**config.mk**
```make
export PLATFORM = sky130hd
export DESIGN_NAME = sc_stream_decoder
export DESIGN_NICKNAME = d
export VERILOG_FILES = /design/src/rtl/sc_stream_decoder.sv
export SDC_FILE = /design/constraint.sdc
export NUM_CORES = 1
export LEC_CHECK = 0
export ABC_CLOCK_PERIOD_IN_PS = 1770
export CORE_MARGIN = 4
export CORE_UTILIZATION = 51
export CTS_BUF_LIST = sky130_fd_sc_hd__clkbuf_4 sky130_fd_sc_hd__clkbuf_8
export CTS_CLUSTER_DIAMETER = 30
export CTS_CLUSTER_SIZE = 10
export DETAILED_ROUTE_END_ITERATION = 8
export GPL_TIMING_DRIVEN = 0
export PLACE_DENSITY = 0.77
export SYNTH_ARGS = -nofsm -noshare
export SYNTH_HDL_FRONTEND = slang
export SYNTH_SLANG_ARGS = --single-unit
```
**constraint.sdc**
```tcl
create_clock -name clk -period 1.77 [get_ports clk]
set_input_delay 0.177 -clock clk [delete_from_list [all_inputs] [get_ports clk]]
set_output_delay 0.177 -clock clk [all_outputs]
set_load 0.03 [all_outputs]
```
**src/rtl/sc_stream_decoder.sv**
```systemverilog
// sc_stream_decoder: stochastic-to-binary converter.
// Counts the 1s on a unipolar bitstream over a window of 2^LEN cycles.
// The result is presented with a valid/ready handshake.
// Optional build macro SC_DECODE_BIPOLAR_EN changes the result encoding.
// When it is defined, value is the LEN+2 bit two's complement 2*count - 2^LEN.
// When it is undefined, value is the LEN+1 bit unsigned count.
module sc_stream_decoder #(
  parameter int unsigned LEN = 8,
`ifdef SC_DECODE_BIPOLAR_EN
  localparam int unsigned VW = LEN + 2
`else
  localparam int unsigned VW = LEN + 1
`endif
) (
  input  logic          clk,
  input  logic          rst,
  input  logic          start,
  input  logic          in_stream,
  output logic          busy,
  output logic          out_valid,
  input  logic          out_ready,
  output logic [VW-1:0] value
);

  localparam int unsigned CW = LEN + 1;

  typedef enum logic [1:0] {
    IDLE  = 2'd0,
    COUNT = 2'd1,
    DONE  = 2'd2
  } state_t;

  state_t          r_state;
  state_t          w_state_n;
  logic [CW-1:0]   r_count;
  logic [CW-1:0]   w_count_n;
  logic [LEN-1:0]  r_win;
  logic [LEN-1:0]  w_win_n;
  logic            r_busy;
  logic            w_busy_n;
  logic            r_valid;
  logic            w_valid_n;
  logic [VW-1:0]   r_value;
  logic [VW-1:0]   w_value_n;
  logic [CW-1:0]   w_final;
  logic [VW-1:0]   w_result;
  logic            w_last;

  // Running count including the bit sampled at this edge.
  assign w_final = r_count + CW'(in_stream);

  // The window counter wraps to zero on the last sample.
  assign w_last  = (r_win == {LEN{1'b1}});

`ifdef SC_DECODE_BIPOLAR_EN
  localparam logic [VW-1:0] BIAS = VW'(2 ** LEN);
  // Bipolar encoding: 2*count - 2^LEN, which lies in -2^LEN .. +2^LEN.
  assign w_result = VW'({w_final, 1'b0}) - BIAS;
`else
  // Unipolar encoding: the count itself.
  assign w_result = VW'(w_final);
`endif

  // Next-state and next-output logic for the IDLE/COUNT/DONE sequence.
  always_comb begin
    w_state_n = r_state;
    w_count_n = r_count;
    w_win_n   = r_win;
    w_busy_n  = r_busy;
    w_valid_n = r_valid;
    w_value_n = r_value;
    unique case (r_state)
      IDLE: begin
        if (start) begin
          w_state_n = COUNT;
          w_count_n = '0;
          w_win_n   = '0;
          w_busy_n  = 1'b1;
        end
      end
      COUNT: begin
        w_count_n = w_final;
        w_win_n   = r_win + LEN'(1);
        if (w_last) begin
          w_state_n = DONE;
          w_valid_n = 1'b1;
          w_value_n = w_result;
        end
      end
      DONE: begin
        // start is ignored here, even when it arrives together with out_ready.
        if (out_ready) begin
          w_state_n = IDLE;
          w_valid_n = 1'b0;
          w_busy_n  = 1'b0;
        end
      end
      default: begin
        w_state_n = IDLE;
        w_busy_n  = 1'b0;
        w_valid_n = 1'b0;
      end
    endcase
  end

  // State and output registers. Reset has priority over every other input.
  always_ff @(posedge clk) begin
    if (rst) begin
      r_state <= IDLE;
      r_count <= '0;
      r_win   <= '0;
      r_busy  <= 1'b0;
      r_valid <= 1'b0;
      r_value <= '0;
    end else begin
      r_state <= w_state_n;
      r_count <= w_count_n;
      r_win   <= w_win_n;
      r_busy  <= w_busy_n;
      r_valid <= w_valid_n;
      r_value <= w_value_n;
    end
  end

  assign busy      = r_busy;
  assign out_valid = r_valid;
  assign value     = r_value;

endmodule

```
==> results of run 1 <==
[worst max-delay path by stage]
stage          startpoint  endpoint  slack, ps  cells after the start
6_report         r_win[0]  value[1]        120                      6
5_1_grt          r_win[0]  value[3]          5                      6
2_1_floorplan    r_win[0]  value[5]         80                      6
3_3_place_gp    in_stream  value[6]       -120                      7
4_1_cts          r_win[0]  value[1]         30                      6
3_5_place_dp    in_stream  value[6]       -170                      7
[sequential cells by signal, summed over array words and instances (netlist names)]
| register | flops |
|---|---|
| out_valid | 1 |
| r_state | 2 |
| r_win | 8 |
| value | 9 |
| r_count | 9 |
| busy | 1 |
[power groups by stage]
stage          sequential, µW  clock [µW]  combinational [µW]
6_report                  691         397                98.0
5_1_grt                   692         441                 106
4_1_cts                   690         402                97.1
3_5_place_dp              706           0                96.3
3_3_place_gp              706           0                96.1
2_1_floorplan             709           0                58.3
[metal layers]
| layer | up-vias | wire [µm] | track usage (%) |
|---|---|---|---|
| li1 | 602 | - | - |
| met1 | 569 | 1390 | 22.0 |
| met2 | 37 | 1370 | 31.0 |
| met3 | 7 | 165 | 5.62 |
| met4 | 0 | 49 | 9.81 |
| met5 | - | 0 | 0 |
[logic make-up after synthesis]
logic type      count (synthesis)
fa+ha+maj                       3
flops                          30
xor+xnor                        7
mux                             7
simple gates                   66
compound gates                 32
buf+inv                        10
[repair_timing]
item | in CTS | in global routing
resized for setup | 0 | 5
hold endpoints to repair | 0 | 0
setup endpoints to repair | 11 | 9
pin swaps | 1 | 1
buffers inserted | 2 | 0
[worst max-delay path: cells and delay by family (launching register included)]
| family | cells | cell delay (ps) |
|---|---|---|
| adders and majority gates | 1 | 200 |
| muxes | 1 | 200 |
| DFF | 1 | 370 |
| buffers and inverters | 1 | 210 |
| and+or+nand+nor | 3 | 540 |
[cells in the final DEF (no fill, tap or decap), types with 4 or more instances in the layout]
cell / instances
a211oi_2: 4
a21oi_1: 14
clkbuf_1: 8
clkbuf_4: 7
clkdlybuf4s50_1: 15
dfxtp_1: 28
mux2i_1: 5
nand2_1: 15
nand3_1: 8
nor2_1: 21
o21ai_0: 5
xor2_1: 4
[area by class of cell]
class	instances	area [µm²]	area share (%)
multi-input cells	115	746	45.1
flip-flops and latches	30	606	36.6
repair buffers	17	165	9.99
clock buffers	7	52.6	3.18
plain buffers	10	46.3	2.80
well taps	30	37.5	2.27
[through the flow]
stage	TNS [ps]	area (µm²)	instances
detailed placement	-1100	1580	200
CTS	0	1640	209
global route	0	1650	209
global placement	-535	1580	200
floorplan	0	1390	155
finish	0	1650	209
==> results.md, run 1 <==
* Outcome: complete, no violations
* Initial Utilization at between 50% and 60%
* CTS tree: done
* Clk sinks at 30
* RSZ-0062 raised after global routing: false
* Number of I/O port buffers at 15
* Crit path time final at about 1700 ps
* Post-synthesis cell count at about 160
* Hpwl dp at 2.14 mm
* Worst reg-to-reg setup slack at ~120 ps
* Max-Cap Viols at 0
* Synth-to-Final Area Change at 19.1%
* Routed length per instance at ~14 µm
* Adder-Cell Fraction of Synth Area at under 10%
* Overflow after GRT at 0
* R2R depth at 6
* Vias in the first global route at around 1200
* Worst skew pair latency at around 320 ps
* Die height at roughly 60 µm
* Hold path depth at 2
* Hold WS at between 400 and 500 ps
* Ant diodes at 0
* Ports at 16
* Pre-Repair DR Iteration Count at 4
* All-Layer GR Usage at 18.9%
* Cell taking the most area after synthesis: dfxtp_1
* Highest ir drop seen on vdd at 733 µV
* Leading register cell type out of synthesis: dfxtp_1
* Endpoints failing hold at 0
* Critical Path Fanout Max at 5
* Critical Path Slowest Stage Cell: dfxtp_4
* Routed Antenna Nets at 0
* Type of element capturing the critical path: register
* Number of synthesized flops with an enable pin at 0
* Post-synthesis compound-gate area fraction at approximately 16%
* WHS Endpoint: busy
* Net Sw Frac at 24.5%
* 1st-iter DRT viols at 58
* Clock Power Share at 33.5%
* RR Startpoint: r_win[0]
* Internal power at 895 µW
* Number of filler cells placed in the layout at ~220
* Max incr delay on CP at around 370 ps
* Fin util at 64.9%
* Total Power at around 1200 µW
* Htree depth at 2
* Clock slew at reported path FFs at approximately 80 ps
* Library cells used by synthesis at 37
* Slew @ Worst Pin at 540 ps
* Top cells by area, synth: dfxtp_1 43%, nor2_1 5.7%, a21oi_1 5.0%
* Combinational Power Share at 8.3%
* Largest family of logic cells by synthesized area: simple AND/OR/NAND/NOR gates
* Post-Synth Simple-Gate Area at about a quarter
* Synthesized Nets at 163
* CP Class: reg -> reg
* RR Endpoint: value[1]
* Register area share after synthesis at 43.3%
* Most frequent cell after synthesis: dfxtp_1
* Hold buffers post-CTS at 0
* Slew Viols, Final at 0
* Slew margin rel. at 64.0%
* Fmax at ~610 MHz
* WP data required at 1970 ps
* Total Wirelength at 2.97 mm
* Via Count at ~1200
* DRC viols at 0
* Width of the die at 60.2 µm
* Core ar. at 0.00254 mm²
* Synth async-reset ratio at 0%
* Power per cell area at ~720 mW/mm²
* First-pass GRT wire length at slightly above 5 mm
* Fin crit share at ~93%
* Sequential cell fraction of total power at 58.2%
* Pin count of the biggest net entering global routing at 11
* Initial antenna violation count at 0
* Final Wtd Congestion at a little over 0.8
* CP Launch Type: register
* Worst hold path type: reg -> reg
* Synth Register Bits at 30
* Num CTS Buffers at 5
* Syn. warnings at 0
* Clock Tree Root: clkbuf_4
* Xor and xnor area share after synthesis at 4.42%
* Clock skew at roughly 6.3 ps
* Site Rows at 18
* Cells along the critical path: ha_2 > nand3_2 > nor4_4 > buf_4 > mux2i_1 > nor2_1
* Synth cell count leaders: 30 x dfxtp_1, 21 x nor2_1, 15 x nand2_1
* Fin nets at 187
* Leak at 0.000546 µW
* Final setup vio count at 0
* Layout cells sized above 1 at approximately 15%
* Final Worst Setup Slack at 118 ps
* Hold wc startpoint: busy
* Synthesized area per cell at a little under 9 µm²
* CP arrival at ~1900 ps
* Die ar. at ~0.0036 mm²
* Setup WS pre-CTS at -174 ps
* Portion of netlist area occupied by mux cells at between 5 and 6%
* Post-synth top area share at a little over two fifths
* Mapped cell area at about 0.0014 mm²
* Max Buffers Root-to-Sink at 2
* Switching Power at about 290 µW
* Vias per inst at between 5 and 6
Power figures use the tool's default switching activity.
==> inputs of run 2 (changes only) <==
--- a/config.mk
+++ b/config.mk
@@ -14,6 +14,7 @@
 export DETAILED_ROUTE_END_ITERATION = 8
 export GPL_TIMING_DRIVEN = 0
 export PLACE_DENSITY = 0.77
+export SETUP_SLACK_MARGIN = 0.02
 export SYNTH_ARGS = -nofsm -noshare
 export SYNTH_HDL_FRONTEND = slang
 export SYNTH_SLANG_ARGS = --single-unit
==> results.md, run 2 (synthesized netlist as in run 1, its figures left out) <==
* Fin nets at 187 (unchanged)
* Hold wc startpoint: busy (unchanged)
* Final setup vio count at 0 (unchanged)
* CP Launch Type: register (unchanged)
* Worst hold path type: reg -> reg (unchanged)
* 1st-iter DRT viols at 77 (was 58)
* Highest ir drop seen on vdd at 735 µV (was 733 µV)
* Routed Antenna Nets at 0 (unchanged)
* Final Wtd Congestion at 0.831 (unchanged)
* Max-Cap Viols at 0 (unchanged)
* WP data required at 2000 ps (was 1970 ps)
* Number of I/O port buffers at 15 (unchanged)
* GR peak layer: met2 (unchanged)
* CP Buf/Inv Count at 1 (unchanged)
* Total Wirelength at 3.01 mm (was 2.97 mm)
* Cells along the critical path: nor2b_1 > clkbuf_1 > nand2_1 > a311oi_1 (was ha_2 > nand3_2 > nor4_4 > buf_4 > mux2i_1 > nor2_1)
* Most frequent cells in the layout: 28 x dfxtp_1, 21 x nor2_1, 15 x nand2_1, 15 x clkdlybuf4s50_1, 14 x a21oi_1 (unchanged)
* Met3 Use GR at 5.62% (unchanged)
* Initial antenna violation count at 0 (unchanged)
* Clock skew at 6.94 ps (was 6.30 ps)
* Synth-to-Final Area Change at 19.7% (was 19.1%)
* Worst reg-to-reg setup slack at 130 ps (was 120 ps)
* CTS tree: done (unchanged)
* Site Rows at 18 (unchanged)
* Slew @ Worst Pin at 533 ps (was 540 ps)
* Fin crit share at 92.5% (was 93.3%)
* Final Worst Setup Slack at 132 ps (was 118 ps)
* Endpoints failing hold at 0 (unchanged)
* Hpwl dp at 2.14 mm (unchanged)
* Total Power at 1180 µW (was 1190 µW)
* Initial Utilization at 54.5% (unchanged)
* Vias per inst at 5.89 (was 5.81)
* RSZ-0062 raised after global routing: false (unchanged)
* Clock Tree Root: clkbuf_4 (unchanged)
* Commonest non-fill, non-tap cell in the layout: dfxtp_1 (unchanged)
* Die ar. at 0.00362 mm² (unchanged)
* Clk sinks at 30 (unchanged)
* R2R depth at 4 (was 6)
* Routed length per instance at 14.4 µm (was 14.2 µm)
* CP arrival at 1870 ps (was 1850 ps)
* Num CTS Buffers at 5 (unchanged)
* Overflow after GRT at 0 (unchanged)
* Slew Viols, Final at 0 (unchanged)
* All-Layer GR Usage at 18.9% (unchanged)
* Hold path depth at 2 (unchanged)
* Setup WS pre-CTS at -174 ps (unchanged)
* Critical Path Fanout Max at 10 (was 5)
* Htree depth at 2 (unchanged)
* Slew margin rel. at 64.5% (was 64.0%)
* Max incr delay on CP at 440 ps (was 370 ps)
* Grt met2 use at 31.0% (unchanged)
* Power per cell area at 713 mW/mm² (was 718 mW/mm²)
* Worst skew pair latency at 320 ps (about the same)
* RR Endpoint: r_count[6] (was value[1])
* Fmax at 611 MHz (was 605 MHz)
* Post-Route Setup TNS at 0 ps (unchanged)
* Clock slew at reported path FFs at 90 ps (was 80 ps)
* RR Startpoint: r_state[0] (was r_win[0])
* Pre-Repair DR Iteration Count at 5 (was 4)
* Core ar. at 0.00254 mm² (unchanged)
* Max Buffers Root-to-Sink at 2 (unchanged)
* CP Class: reg -> reg (unchanged)
* WHS Endpoint: busy (unchanged)
* DRC viols at 0 (unchanged)
* Hold buffers post-CTS at 0 (unchanged)
* Met1 Use GR at 22.0% (unchanged)
* Leak at 0.000546 µW (about the same)
* Type of element capturing the critical path: register (unchanged)
* Outcome: complete, no violations (unchanged)
* Number of filler cells placed in the layout at 222 (unchanged)
* Crit path time final at 1640 ps (was 1650 ps)
* Ant diodes at 0 (unchanged)
* Ports at 16 (unchanged)
* Width of the die at 60.2 µm (unchanged)
* Pin count of the biggest net entering global routing at 11 (unchanged)
* Vias in the first global route at 1197 (unchanged)
* Via Count at 1230 (was 1215)
* Layout cells sized above 1 at 14.5% (unchanged)
* Crit path max-delay family: flip-flops (was simple AND/OR/NAND/NOR gates)
* Critical Path Slowest Stage Cell: dfxtp_1 (was dfxtp_4)
* First-pass GRT wire length at 5.11 mm (unchanged)
* Die height at 60.2 µm (unchanged)
-- run 2: cell count changes in the layout (fill, tap and decap cells not counted) --
| cell | previous run | this run |
|---|---|---|
| nand3_2 | 1 | 0 |
| nand3_4 | 0 | 1 |
-- run 2: repair_timing --
action,CTS,global route
pin swaps,1,1
buffers inserted,2,0
setup endpoints to repair,11,9
gates resized for setup,0,6
-- run 2: where the power goes --
| part | internal (µW) | leakage (µW) | switching, µW |
|---|---|---|---|
| clock | 180 | 0.0000322 | 215 |
| sequential | 682 | 0.000244 | 8.34 |
| combinational | 32.7 | 0.000270 | 65.3 |
-- run 2: routing by layer --
metal,routed length [µm],vias to the layer above
li1,-,604
met1,1370,578
met2,1420,41
met3,172,7
met4,49,0
met5,0,-
-- run 2: layout make-up --
class / instances / area [µm²] / share of cell area [%]
timing repair buffer: 17 / 165 / 9.95
sequential: 30 / 606 / 36.5
clock buffer: 7 / 52.6 / 3.17
multi-input combinational: 115 / 753 / 45.4
tap: 30 / 37.5 / 2.26
buffer: 10 / 46.3 / 2.79
-- run 2: worst max-delay path by stage --
stage                      end  startpoint  cells past startpoint  slack, ps
finish              r_count[6]  r_state[0]                      4        130
global route        r_count[5]  r_state[0]                      4         20
CTS                   value[1]    r_win[0]                      6         30
detailed placement    value[6]   in_stream                      7       -170
global placement      value[6]   in_stream                      7       -120
floorplan             value[5]    r_win[0]                      6         80
-- run 2: worst min-delay path, cell delays in order, from the launching register on --
cell	delay, ps
dfxtp_1	320
nand2_1	50
a21oi_1	50
-- run 2: stage by stage --
step           instances  area (µm²)  util (%)  hold WS, ps
3_5_place_dp         200        1580      61.9          458
6_report             209        1660      65.2          465
5_1_grt              209        1660      65.2          489
2_1_floorplan        155        1390         -          365
3_3_place_gp         200        1580      61.9          448
4_1_cts              209        1640      64.6          473
==> inputs of run 3 (changes only) <==
--- a/config.mk
+++ b/config.mk
@@ -18,3 +18,4 @@
 export SYNTH_ARGS = -nofsm -noshare
 export SYNTH_HDL_FRONTEND = slang
 export SYNTH_SLANG_ARGS = --single-unit
+export TNS_END_PERCENT = 100
==> results of run 3 <==
Same layout as run 2: the final DEF is identical, and so are final timing and power.
